`config.mk`:
```
export PLATFORM = sky130hd
export DESIGN_NAME = vga_layer_mixer_flat
export DESIGN_NICKNAME = d
export VERILOG_FILES = /design/src/rtl/vga_gpu_pkg.sv /design/src/rtl/vga_layer_mixer_if.sv /design/src/rtl/vga_priority_select.sv /design/src/rtl/vga_layer_mixer.sv /design/src/flat_wrapper.sv
export SDC_FILE = /design/constraint.sdc
export NUM_CORES = 1
export LEC_CHECK = 0
export CORE_ASPECT_RATIO = 0.6
export CORE_MARGIN = 2
export CORE_UTILIZATION = 35
export CTS_BUF_LIST = sky130_fd_sc_hd__clkbuf_4
export CTS_CLUSTER_DIAMETER = 150
export CTS_CLUSTER_SIZE = 24
export DETAILED_ROUTE_END_ITERATION = 10
export GPL_ROUTABILITY_DRIVEN = 0
export GPL_TIMING_DRIVEN = 0
export HOLD_SLACK_MARGIN = 0.12
export PLACE_DENSITY = 0.6
export REMOVE_ABC_BUFFERS = 1
export SLEW_MARGIN = 0
export SYNTH_ARGS = -nofsm -noshare
export SYNTH_HDL_FRONTEND = slang
export SYNTH_SLANG_ARGS = --single-unit
```
`constraint.sdc`:
```
create_clock -name clk -period 1.6 [get_ports clk]
set_input_delay 0.16 -clock clk [delete_from_list [all_inputs] [get_ports clk]]
set_output_delay 0.16 -clock clk [all_outputs]
set_load 0.02 [all_outputs]
```
`src/rtl/vga_gpu_pkg.sv`:
```
// Shared VGA GPU definitions: background modes, command encoding, register map helpers.
package vga_gpu_pkg;

  typedef enum logic [1:0] {
    BG_BLACK  = 2'd0,
    BG_COLOR  = 2'd1,
    BG_RAND   = 2'd2,
    BG_BLACK3 = 2'd3
  } bg_mode_e;

  typedef enum logic {
    CMD_IDLE = 1'b0,
    CMD_DATA = 1'b1
  } cmd_state_e;

  localparam int          CMD_ADDR_BIT = 7;
  localparam logic [7:0]  RST_BG_COLOR = 8'h3B;
  localparam logic [7:0]  RST_CTRL     = {6'd0, BG_COLOR};

  // Layer registers first, then control, then background colour.
  function automatic int num_regs(input int nl);
    return nl + 2;
  endfunction

  function automatic logic [7:0] reg_reset_val(input int idx, input int nl);
    if (idx == nl)          return RST_CTRL;
    else if (idx == nl + 1) return RST_BG_COLOR;
    else                    return 8'h00;
  endfunction

endpackage

```
`src/rtl/vga_layer_mixer_if.sv`:
```
// Byte stream from the SPI peripheral into the layer mixer's command decoder.
interface vga_layer_mixer_if;
  logic       ss_n;
  logic [7:0] rx_byte;
  logic       rx_valid;

  modport master (output ss_n, output rx_byte, output rx_valid);
  modport slave  (input  ss_n, input  rx_byte, input  rx_valid);
endinterface

```
`src/rtl/vga_priority_select.sv`:
```
// Combinational first-hit picker: the lowest-index asserted layer supplies the colour.
module vga_priority_select #(
  parameter int NUM_LAYERS = 2,
  parameter int COLOR_W    = 6
) (
  input  logic [NUM_LAYERS-1:0]              hit_mask,
  input  logic [NUM_LAYERS-1:0][COLOR_W-1:0] colors,
  output logic                               hit,
  output logic [COLOR_W-1:0]                 color
);

  // Walk downward so the lowest index is assigned last and wins.
  always_comb begin
    hit   = 1'b0;
    color = '0;
    for (int i = NUM_LAYERS - 1; i >= 0; i--) begin
      if (hit_mask[i]) begin
        hit   = 1'b1;
        color = colors[i];
      end
    end
  end

endmodule

```
`src/rtl/vga_layer_mixer.sv`:
```
// Byte-stream configured layer compositor with frame-boundary shadowed register file.
module vga_layer_mixer
  import vga_gpu_pkg::*;
#(
  parameter int NUM_LAYERS = 2,
  parameter int COLOR_W    = 6
) (
  input  logic                  clk,
  input  logic                  rst_n,
  input  logic                  ena,
  vga_layer_mixer_if.slave      spi,
  input  logic                  frame_start,
  input  logic                  active,
  input  logic [NUM_LAYERS-1:0] layer_pix,
  input  logic [COLOR_W-1:0]    rand_rgb,
  output logic [COLOR_W-1:0]    rgb_out,
  output logic                  cfg_pending,
  output logic                  cmd_err
);

  localparam int NREGS    = num_regs(NUM_LAYERS);
  localparam int CTRL_IDX = NUM_LAYERS;
  localparam int BG_IDX   = NUM_LAYERS + 1;
  localparam int IDX_W    = $clog2(NREGS + 1);

  logic [NREGS-1:0][7:0] stage_q, act_q;
  logic                  dirty_q, err_q;
  cmd_state_e            state_q, state_d;
  logic [IDX_W-1:0]      idx_q, idx_d;
  logic                  wr_en, err_set, commit;

  // ss_n and bytes only matter while enabled; a disabled block holds its FSM.
  always_comb begin
    state_d = state_q;
    idx_d   = idx_q;
    wr_en   = 1'b0;
    err_set = 1'b0;
    if (ena) begin
      if (spi.ss_n) begin
        state_d = CMD_IDLE;
      end else if (spi.rx_valid) begin
        case (state_q)
          CMD_IDLE: begin
            if (spi.rx_byte[CMD_ADDR_BIT]) begin
              if (spi.rx_byte[6:0] < 7'(NREGS)) begin
                idx_d   = IDX_W'(spi.rx_byte[6:0]);
                state_d = CMD_DATA;
              end else begin
                err_set = 1'b1;
              end
            end
          end
          CMD_DATA: begin
            wr_en = 1'b1;
            idx_d = idx_q + IDX_W'(1);
            if (idx_q == IDX_W'(NREGS - 1)) state_d = CMD_IDLE;
          end
          default: state_d = CMD_IDLE;
        endcase
      end
    end
  end

  always_ff @(posedge clk) begin
    if (!rst_n) begin
      state_q <= CMD_IDLE;
      idx_q   <= '0;
    end else begin
      state_q <= state_d;
      idx_q   <= idx_d;
    end
  end

  assign commit = frame_start && dirty_q;

  // Commit samples pre-write staging; a coincident write keeps dirty set.
  always_ff @(posedge clk) begin
    if (!rst_n) begin
      for (int i = 0; i < NREGS; i++) begin
        stage_q[i] <= reg_reset_val(i, NUM_LAYERS);
        act_q[i]   <= reg_reset_val(i, NUM_LAYERS);
      end
      dirty_q <= 1'b0;
      err_q   <= 1'b0;
    end else begin
      if (commit) act_q <= stage_q;
      for (int i = 0; i < NREGS; i++)
        if (wr_en && idx_q == IDX_W'(i)) stage_q[i] <= spi.rx_byte;
      if (wr_en)       dirty_q <= 1'b1;
      else if (commit) dirty_q <= 1'b0;
      if (err_set)     err_q   <= 1'b1;
    end
  end

  logic [NUM_LAYERS-1:0]              lay_en;
  logic [NUM_LAYERS-1:0][COLOR_W-1:0] lay_col;
  logic                               lay_hit;
  logic [COLOR_W-1:0]                 lay_rgb, bg_rgb, rgb_d;

  always_comb begin
    for (int i = 0; i < NUM_LAYERS; i++) begin
      lay_en[i]  = act_q[i][7];
      lay_col[i] = act_q[i][COLOR_W-1:0];
    end
  end

  vga_priority_select #(.NUM_LAYERS(NUM_LAYERS), .COLOR_W(COLOR_W)) u_psel (
    .hit_mask (layer_pix & lay_en),
    .colors   (lay_col),
    .hit      (lay_hit),
    .color    (lay_rgb)
  );

  always_comb begin
    case (bg_mode_e'(act_q[CTRL_IDX][1:0]))
      BG_COLOR: bg_rgb = act_q[BG_IDX][COLOR_W-1:0];
      BG_RAND:  bg_rgb = rand_rgb;
      default:  bg_rgb = '0;
    endcase
    rgb_d = active ? (lay_hit ? lay_rgb : bg_rgb) : '0;
  end

  always_ff @(posedge clk) begin
    if (!rst_n) rgb_out <= '0;
    else        rgb_out <= rgb_d;
  end

  assign cfg_pending = dirty_q;
  assign cmd_err     = err_q;

endmodule

```
`src/flat_wrapper.sv`:
```
// flat-port wrapper written by rule: the top's interface ports become plain ports
module vga_layer_mixer_flat import vga_gpu_pkg::*;
#(
  parameter int NUM_LAYERS = 2,
  parameter int COLOR_W    = 6
)
  (clk, rst_n, ena, frame_start, active, layer_pix, rand_rgb, rgb_out, cfg_pending, cmd_err, spi_ss_n, spi_rx_byte, spi_rx_valid);
  vga_layer_mixer_if spi_i ();
  input  logic clk;
  input  logic rst_n;
  input  logic ena;
  input  logic frame_start;
  input  logic active;
  input  logic [NUM_LAYERS-1:0] layer_pix;
  input  logic [COLOR_W-1:0] rand_rgb;
  output logic [COLOR_W-1:0] rgb_out;
  output logic cfg_pending;
  output logic cmd_err;
  input wire logic [$bits(spi_i.ss_n)-1:0] spi_ss_n;
  input wire logic [$bits(spi_i.rx_byte)-1:0] spi_rx_byte;
  input wire logic [$bits(spi_i.rx_valid)-1:0] spi_rx_valid;
  assign spi_i.ss_n = spi_ss_n;
  assign spi_i.rx_byte = spi_rx_byte;
  assign spi_i.rx_valid = spi_rx_valid;
  vga_layer_mixer #(.NUM_LAYERS(NUM_LAYERS), .COLOR_W(COLOR_W)) u_core (.clk(clk), .rst_n(rst_n), .ena(ena), .spi(spi_i), .frame_start(frame_start), .active(active), .layer_pix(layer_pix), .rand_rgb(rand_rgb), .rgb_out(rgb_out), .cfg_pending(cfg_pending), .cmd_err(cmd_err));
endmodule
```
==> reports/qor.yml, run 1 <==
worst_slack_ns: 0.0581
dr.max_layer_used: "met4"
synth_area_per_cell_um2: 8.77
fin_crit_ns: 1.54
fin_cells: 377
end_kind: "flop"
dp.cells: 367
ys_top_cells_by_area: "dfxtp_1 (48%), nand2_1 (10%), mux2i_1 (7.7%)"
postCtsHoldBufs: 0
rsz0062_at_grt: "false"
clock_latency_ns: 0.37
cts_htree_levels: 2
finalPower_mw: 2.19
grt_pass1_vias: 1716
cts_buffer_depth: 2
gr-total-overflow: 0
layout-drive-gt1-share: 0.0621
combPwrFrac: 0.070
p_int_mw: 1.68
synth-seq-cells: 56
area_delta_synth_final_pct: 18.4
seqPwrFrac: 0.643
cts_buffers: 5
met3_length_um: 487
yosys.area.top_type_share: 0.479
clkPwrFrac: 0.288
nFillCells: 682
io_buffers: 30
yosysSeqAreaShare: 0.479
path_max_fanout: 5
crit_arrival_ns: 1.85
drc_errors: 0
startpoint_type: "input port"
die_x_um: 110
initial_utilization: 0.357
synth_cells: 267
core_um2: 6560
fin_util: 0.423
first_pass_iters: 4
slew_viol_final: 0
grt_max_degree: 38
path_class: "input port to flop"
wl_met1_mm: 3.01
vias_per_cell: 5.02
n_antenna_cell: 0
yosysWarningCount: 0
max_cap_violations: 0
setup_tns_ns: 0
ant_nets: 0
fp.dieH_um: 67.4
route.met2.wl_mm: 2.02
antenna_found_initial: 0
fin_crit_sh: 0.964
clkSlewWorstSetupHoldPaths_ns: 0.16
worst-slew-pin-transition_ns: 0.922
ir_drop_uv: 315
maxSlewHeadroom: 0.384
hold_viol: 0
via_count: 1894
drt-initial-drc-count: 86
power_density_nw_per_um2: 789
cts_tree: "built"
worstPathRequired_ns: 1.91
fp-row-count: 23
synth.distinct_cells: 33
finalWirelength_mm: 5.56
synth_area_um2: 2340
p_leak_nw: 1.02
dp_slack_ns: -1.30
cts.sinks: 56
yosysTopAreaCell: "dfxtp_1"
pin_count: 31
grt_pass1_wl_mm: 8.72
die-area_um2: 7380
status: "complete, no violations"
switching_share: 0.231
wl_per_cell_um: 14.8
cts_root_buffer: "clkbuf_4"
p_sw_mw: 0.506
min_path_type: "input port to flop"
skew_ns: 0.0171
grt_usage: 0.158
setup_viol: 0
max_clock_freq_mhz: 649
hpwlAfterDp_mm: 3.87
num-nets-final: 319
-- final cells by class --
class	count	area (um^2)	share of cell area
Clock buffer	7	52.6	0.0189
Clock inverter	1	3.75	0.00135
Inverter	13	52.6	0.0189
Multi-Input combinational cell	181	1120	0.404
Sequential cell	56	1120	0.405
Tap cell	87	109	0.0392
Timing Repair Buffer	31	305	0.110
Timing Repair inverter	1	7.51	0.00271
-- placed cells by master, fill, tap and decap left out, types with 2 or more instances in the layout --
master / synthesis / layout
clkdlybuf4s50_1: 0 / 28
inv_1: 13 / 12
nor2b_1: 2 / 2
mux2i_1: 18 / 18
nand3_1: 6 / 6
clkinvlp_4: 0 / 2
a211oi_1: 6 / 6
or4_1: 3 / 2
ha_1: 7 / 7
a22o_1: 6 / 6
nor2_1: 8 / 8
o211ai_1: 11 / 11
clkbuf_4: 0 / 7
a32oi_1: 6 / 6
a21oi_1: 22 / 21
nand2_1: 65 / 65
dfxtp_1: 56 / 55
nand2b_1: 3 / 3
-- layer usage --
metal	vias to the layer above	global-route usage
met5	-	0
met4	0	0.0396
met2	57	0.210
met1	856	0.246
li1	974	-
met3	7	0.0405
-- flip-flops by register name (all words and copies together), names as in the netlist --
name                count
u_core.act_q           22
u_core.state_q          1
u_core.cfg_pending      1
u_core.rgb_out          6
u_core.idx_q            3
u_core.stage_q         22
u_core.cmd_err          1
-- power by group through the flow --
stage	sequential, mW	clock [mW]	combinational [mW]
after floorplan	1.45	0	0.0326
after global placement	1.44	0	0.149
after detailed placement	1.44	0	0.148
after CTS	1.41	0.644	0.150
after global routing	1.41	0.692	0.166
final	1.41	0.630	0.153
-- synthesized netlist by cell type --
| cell | number |
|---|---|
| a211oi_1 | 6 |
| a21oi_1 | 22 |
| a22o_1 | 6 |
| a2bb2oi_1 | 1 |
| a31oi_1 | 1 |
| a32oi_1 | 6 |
| and2_1 | 2 |
| and3_1 | 3 |
| and3b_1 | 1 |
| and4b_1 | 1 |
| buf_1 | 1 |
| buf_2 | 3 |
| clkbuf_1 | 13 |
| dfxtp_1 | 56 |
| ha_1 | 7 |
| inv_1 | 13 |
| mux2i_1 | 18 |
| nand2_1 | 65 |
| nand2b_1 | 3 |
| nand3_1 | 6 |
| nand3b_1 | 1 |
| nand4b_1 | 1 |
| nor2_1 | 8 |
| nor2b_1 | 2 |
| nor3_1 | 1 |
| nor4b_1 | 1 |
| o2111ai_1 | 1 |
| o211a_1 | 1 |
| o211ai_1 | 11 |
| o21ai_0 | 1 |
| o221ai_1 | 1 |
| o31a_1 | 1 |
| or4_1 | 3 |
-- kinds of logic (layout without fill, tap and decap cells) --
group | Yosys count | in the layout | synth area share
muxes | 18 | 18 | 0.0769
AOI/OAI and AO/OA | 58 | 58 | 0.170
and+or+nand+nor | 98 | 98 | 0.187
buffers and inverters | 30 | 53 | 0.0497
DFF | 56 | 56 | 0.479
adders and majority gates | 7 | 7 | 0.0374
-- critical path, stage by stage --
cell	delay, ns
clkdlybuf4s50_1	0.48
or4_4	0.56
or4_1	0.49
a31oi_1	0.16
-- timing repair --
action | in CTS | in global routing
setup buffers | 0 | 1
gates resized for setup | 6 | 10
endpoints found under the setup margin | 46 | 30
gates cloned | 0 | 1
pin swaps | 0 | 1
-- worst paths after layout --
check               startpoint                 end  slack (ns)  depth (start not counted)
min reg2reg  u_core.stage_q[3]     u_core.act_q[3]        0.46                          2
max             spi_rx_byte[4]     u_core.idx_q[0]        0.06                          4
max reg2reg    u_core.idx_q[0]  u_core.stage_q[24]        0.11                          4
min                      rst_n    u_core.act_q[24]        0.29                          2
-- per-stage QoR --
stage | hold WS, ns | area, um^2
6_report | 0.295 | 2770
3_3_place_gp | 0.439 | 2680
3_5_place_dp | 0.443 | 2680
4_1_cts | 0.426 | 2750
2_1_floorplan | 0.232 | 2270
5_1_grt | 0.338 | 2770
Note: power is estimated with default switching activity, not from simulation.
==> inputs of run 2 (changes only) <==
--- a/config.mk
+++ b/config.mk
@@ -6,7 +6,7 @@
 export NUM_CORES = 1
 export LEC_CHECK = 0
 export CORE_ASPECT_RATIO = 0.6
-export CORE_MARGIN = 2
+export CORE_MARGIN = 1.5
 export CORE_UTILIZATION = 35
 export CTS_BUF_LIST = sky130_fd_sc_hd__clkbuf_4
 export CTS_CLUSTER_DIAMETER = 150
@@ -17,7 +17,7 @@
 export HOLD_SLACK_MARGIN = 0.12
 export PLACE_DENSITY = 0.6
 export REMOVE_ABC_BUFFERS = 1
-export SLEW_MARGIN = 0
+export SLEW_MARGIN = 40
 export SYNTH_ARGS = -nofsm -noshare
 export SYNTH_HDL_FRONTEND = slang
 export SYNTH_SLANG_ARGS = --single-unit
==> constraint.sdc (replaced) <==
create_clock -name clk -period 1.8 [get_ports clk]
set_input_delay 0.18 -clock clk [delete_from_list [all_inputs] [get_ports clk]]
set_output_delay 0.18 -clock clk [all_outputs]
set_load 0.02 [all_outputs]
==> reports/qor.yml, run 2 (same netlist as run 1, synthesis figures left out) <==
status: "complete, no violations"
cts.sinks: 56  # unchanged
cts_root_buffer: "clkbuf_4"
layout-drive-gt1-share: 0.0451  # -0.0169
path_buf_inv: 1  # unchanged
cts_buffers: 5  # unchanged
ir_drop_uv: 295  # -6.5%
p_leak_nw: 1.01  # -1.2%
clock_latency_ns: 0.38  # about the same
max_cap_violations: 0  # unchanged
via_count: 1913  # +1.0%
die-area_um2: 7210  # -2.4%
cpPeakStageDelay_ns: 0.72  # +0.16 ns
vias_per_cell: 5.14  # +2.4%
fin_crit_ns: 1.77
antenna_found_initial: 0  # unchanged
worstPathRequired_ns: 2.09  # +0.18 ns
p_int_mw: 1.62  # -3.7%
rsz0062_at_grt: "false"
final_cell_mix: "nand2_1 (64), dfxtp_1 (56), clkdlybuf4s50_1 (29)"
grt_usage: 0.163  # +0.00525
fin_util: 0.440  # +0.0176
postCtsHoldBufs: 0  # unchanged
crit_top_cell: "or4_1"
crit_family: "simple AND/OR/NAND/NOR gates"
grt_pass1_vias: 1732  # +0.93%
reg_top3: "u_core.act_q: 22 flops, u_core.stage_q: 22 flops, u_core.rgb_out: 6 flops"
grt_max_degree: 38  # unchanged
postCtsSetupBuffers: 0  # unchanged
die_x_um: 109  # -0.91%
dp.cells: 364  # -0.82%
end_kind: "flop"
skew_ns: 0.0137  # -0.00340 ns
layout_commonest_cell: "nand2_1"
grt_pass1_wl_mm: 8.74  # +0.24%
finalWirelength_mm: 5.38  # -3.2%
fin_crit_sh: 0.985
slew_viol_final: 0  # unchanged
cts_buffer_depth: 2  # unchanged
hpwlAfterDp_mm: 3.90  # +0.89%
fp.dieH_um: 66.4  # -1.5%
ant_nets: 0  # unchanged
io_buffers: 30  # unchanged
max_clock_freq_mhz: 564
initial_utilization: 0.373  # +0.0162
cts_htree_levels: 2  # unchanged
num-nets-final: 317  # -0.63%
worst-slew-pin-transition_ns: 0.734  # -0.188 ns
n_antenna_cell: 0  # unchanged
hold_viol: 0  # unchanged
wl_per_cell_um: 14.5  # -1.9%
slowest_stage: "or4_1"
min_path_type: "input port to flop"
crit_arrival_ns: 2.07  # +0.22 ns
core_um2: 6280  # -4.3%
path_cells: "clkdlybuf4s50_1, or4_1, or4_1, a31oi_1"
startpoint_type: "input port"
clkSlewWorstSetupHoldPaths_ns: 0.16  # about the same
cts_tree: "built"
nFillCells: 647  # -5.1%
fin_cells: 372  # -1.3%
p_sw_mw: 0.458  # -9.5%
drt-initial-drc-count: 93  # +8.1%
gr-total-overflow: 0  # unchanged
switching_share: 0.221  # -0.0107
timing.hold.ws_ns: 0.305  # +0.0103 ns
setup_viol: 0  # unchanged
path_max_fanout: 7  # +2
first_pass_iters: 4  # unchanged
maxSlewHeadroom: 0.511  # +0.127
seqPwrFrac: 0.602  # -0.041
pin_count: 31  # unchanged
area_delta_synth_final_pct: 18.0
fp-row-count: 22  # -4.3%
drc_errors: 0  # unchanged
clkPwrFrac: 0.334  # +0.046
combPwrFrac: 0.064  # -0.006
path_class: "input port to flop"
power_density_nw_per_um2: 752  # -4.7%
run 2: power by group through the flow:
stage / combinational (mW) / clock, mW / sequential [mW]
floorplan: 0.0290 / 0 / 1.29
global placement: 0.133 / 0 / 1.28
detailed placement: 0.132 / 0 / 1.28
CTS: 0.133 / 0.715 / 1.25
global route: 0.144 / 0.769 / 1.25
finish: 0.132 / 0.695 / 1.25
run 2: worst paths after layout:
check,startpoint,to,slack (ns),cells past startpoint
setup / recovery,spi_rx_byte[3],u_core.idx_q[0],0.03,4
setup reg to reg,u_core.state_q,u_core.stage_q[3],0.19,3
hold reg to reg,u_core.stage_q[3],u_core.act_q[3],0.45,2
hold / removal,rst_n,u_core.act_q[24],0.31,2
run 2: per-layer routing:
metal / global-route usage / routed length (um)
met1: 0.244 / 2810
met2: 0.230 / 2280
met3: 0.0384 / 283
met4: 0.0395 / 19
met5: 0 / 0
run 2: cell type report:
| class | instances | area, um^2 | share of cell area |
|---|---|---|---|
| repair buffers | 30 | 295 | 0.107 |
| multi-input cells | 181 | 1110 | 0.402 |
| clock inverters | 2 | 35.0 | 0.0127 |
| well taps | 84 | 105 | 0.0380 |
| flip-flops and latches | 56 | 1120 | 0.406 |
| inverters | 13 | 52.6 | 0.0190 |
| clock buffers | 6 | 45.0 | 0.0163 |
run 2: repair_timing:
item / CTS / global route
gates resized for setup: 0 / 3
endpoints found under the hold margin: 0 / 0
endpoints found under the setup margin: 0 / 13
run 2: metrics by stage:
stage / power, mW / TNS (ns) / worst slack (ns) / instance area [um^2]
after detailed placement: 1.41 / -3.30 / -0.348 / 2680
after global routing: 2.16 / 0 / 0.0433 / 2760
final: 2.08 / 0 / 0.0271 / 2760
after global placement: 1.41 / -29.36 / -1.10 / 2680
after CTS: 2.10 / 0 / 0.0515 / 2760
after floorplan: 1.31 / 0 / 0.310 / 2270
==> inputs of run 3 (changes only) <==
--- a/config.mk
+++ b/config.mk
@@ -10,7 +10,7 @@
 export CORE_UTILIZATION = 35
 export CTS_BUF_LIST = sky130_fd_sc_hd__clkbuf_4
 export CTS_CLUSTER_DIAMETER = 150
-export CTS_CLUSTER_SIZE = 24
+export CTS_CLUSTER_SIZE = 30
 export DETAILED_ROUTE_END_ITERATION = 10
 export GPL_ROUTABILITY_DRIVEN = 0
 export GPL_TIMING_DRIVEN = 0
==> results of run 3 <==
Same layout as run 2: the final DEF is identical, and so are final timing and power.
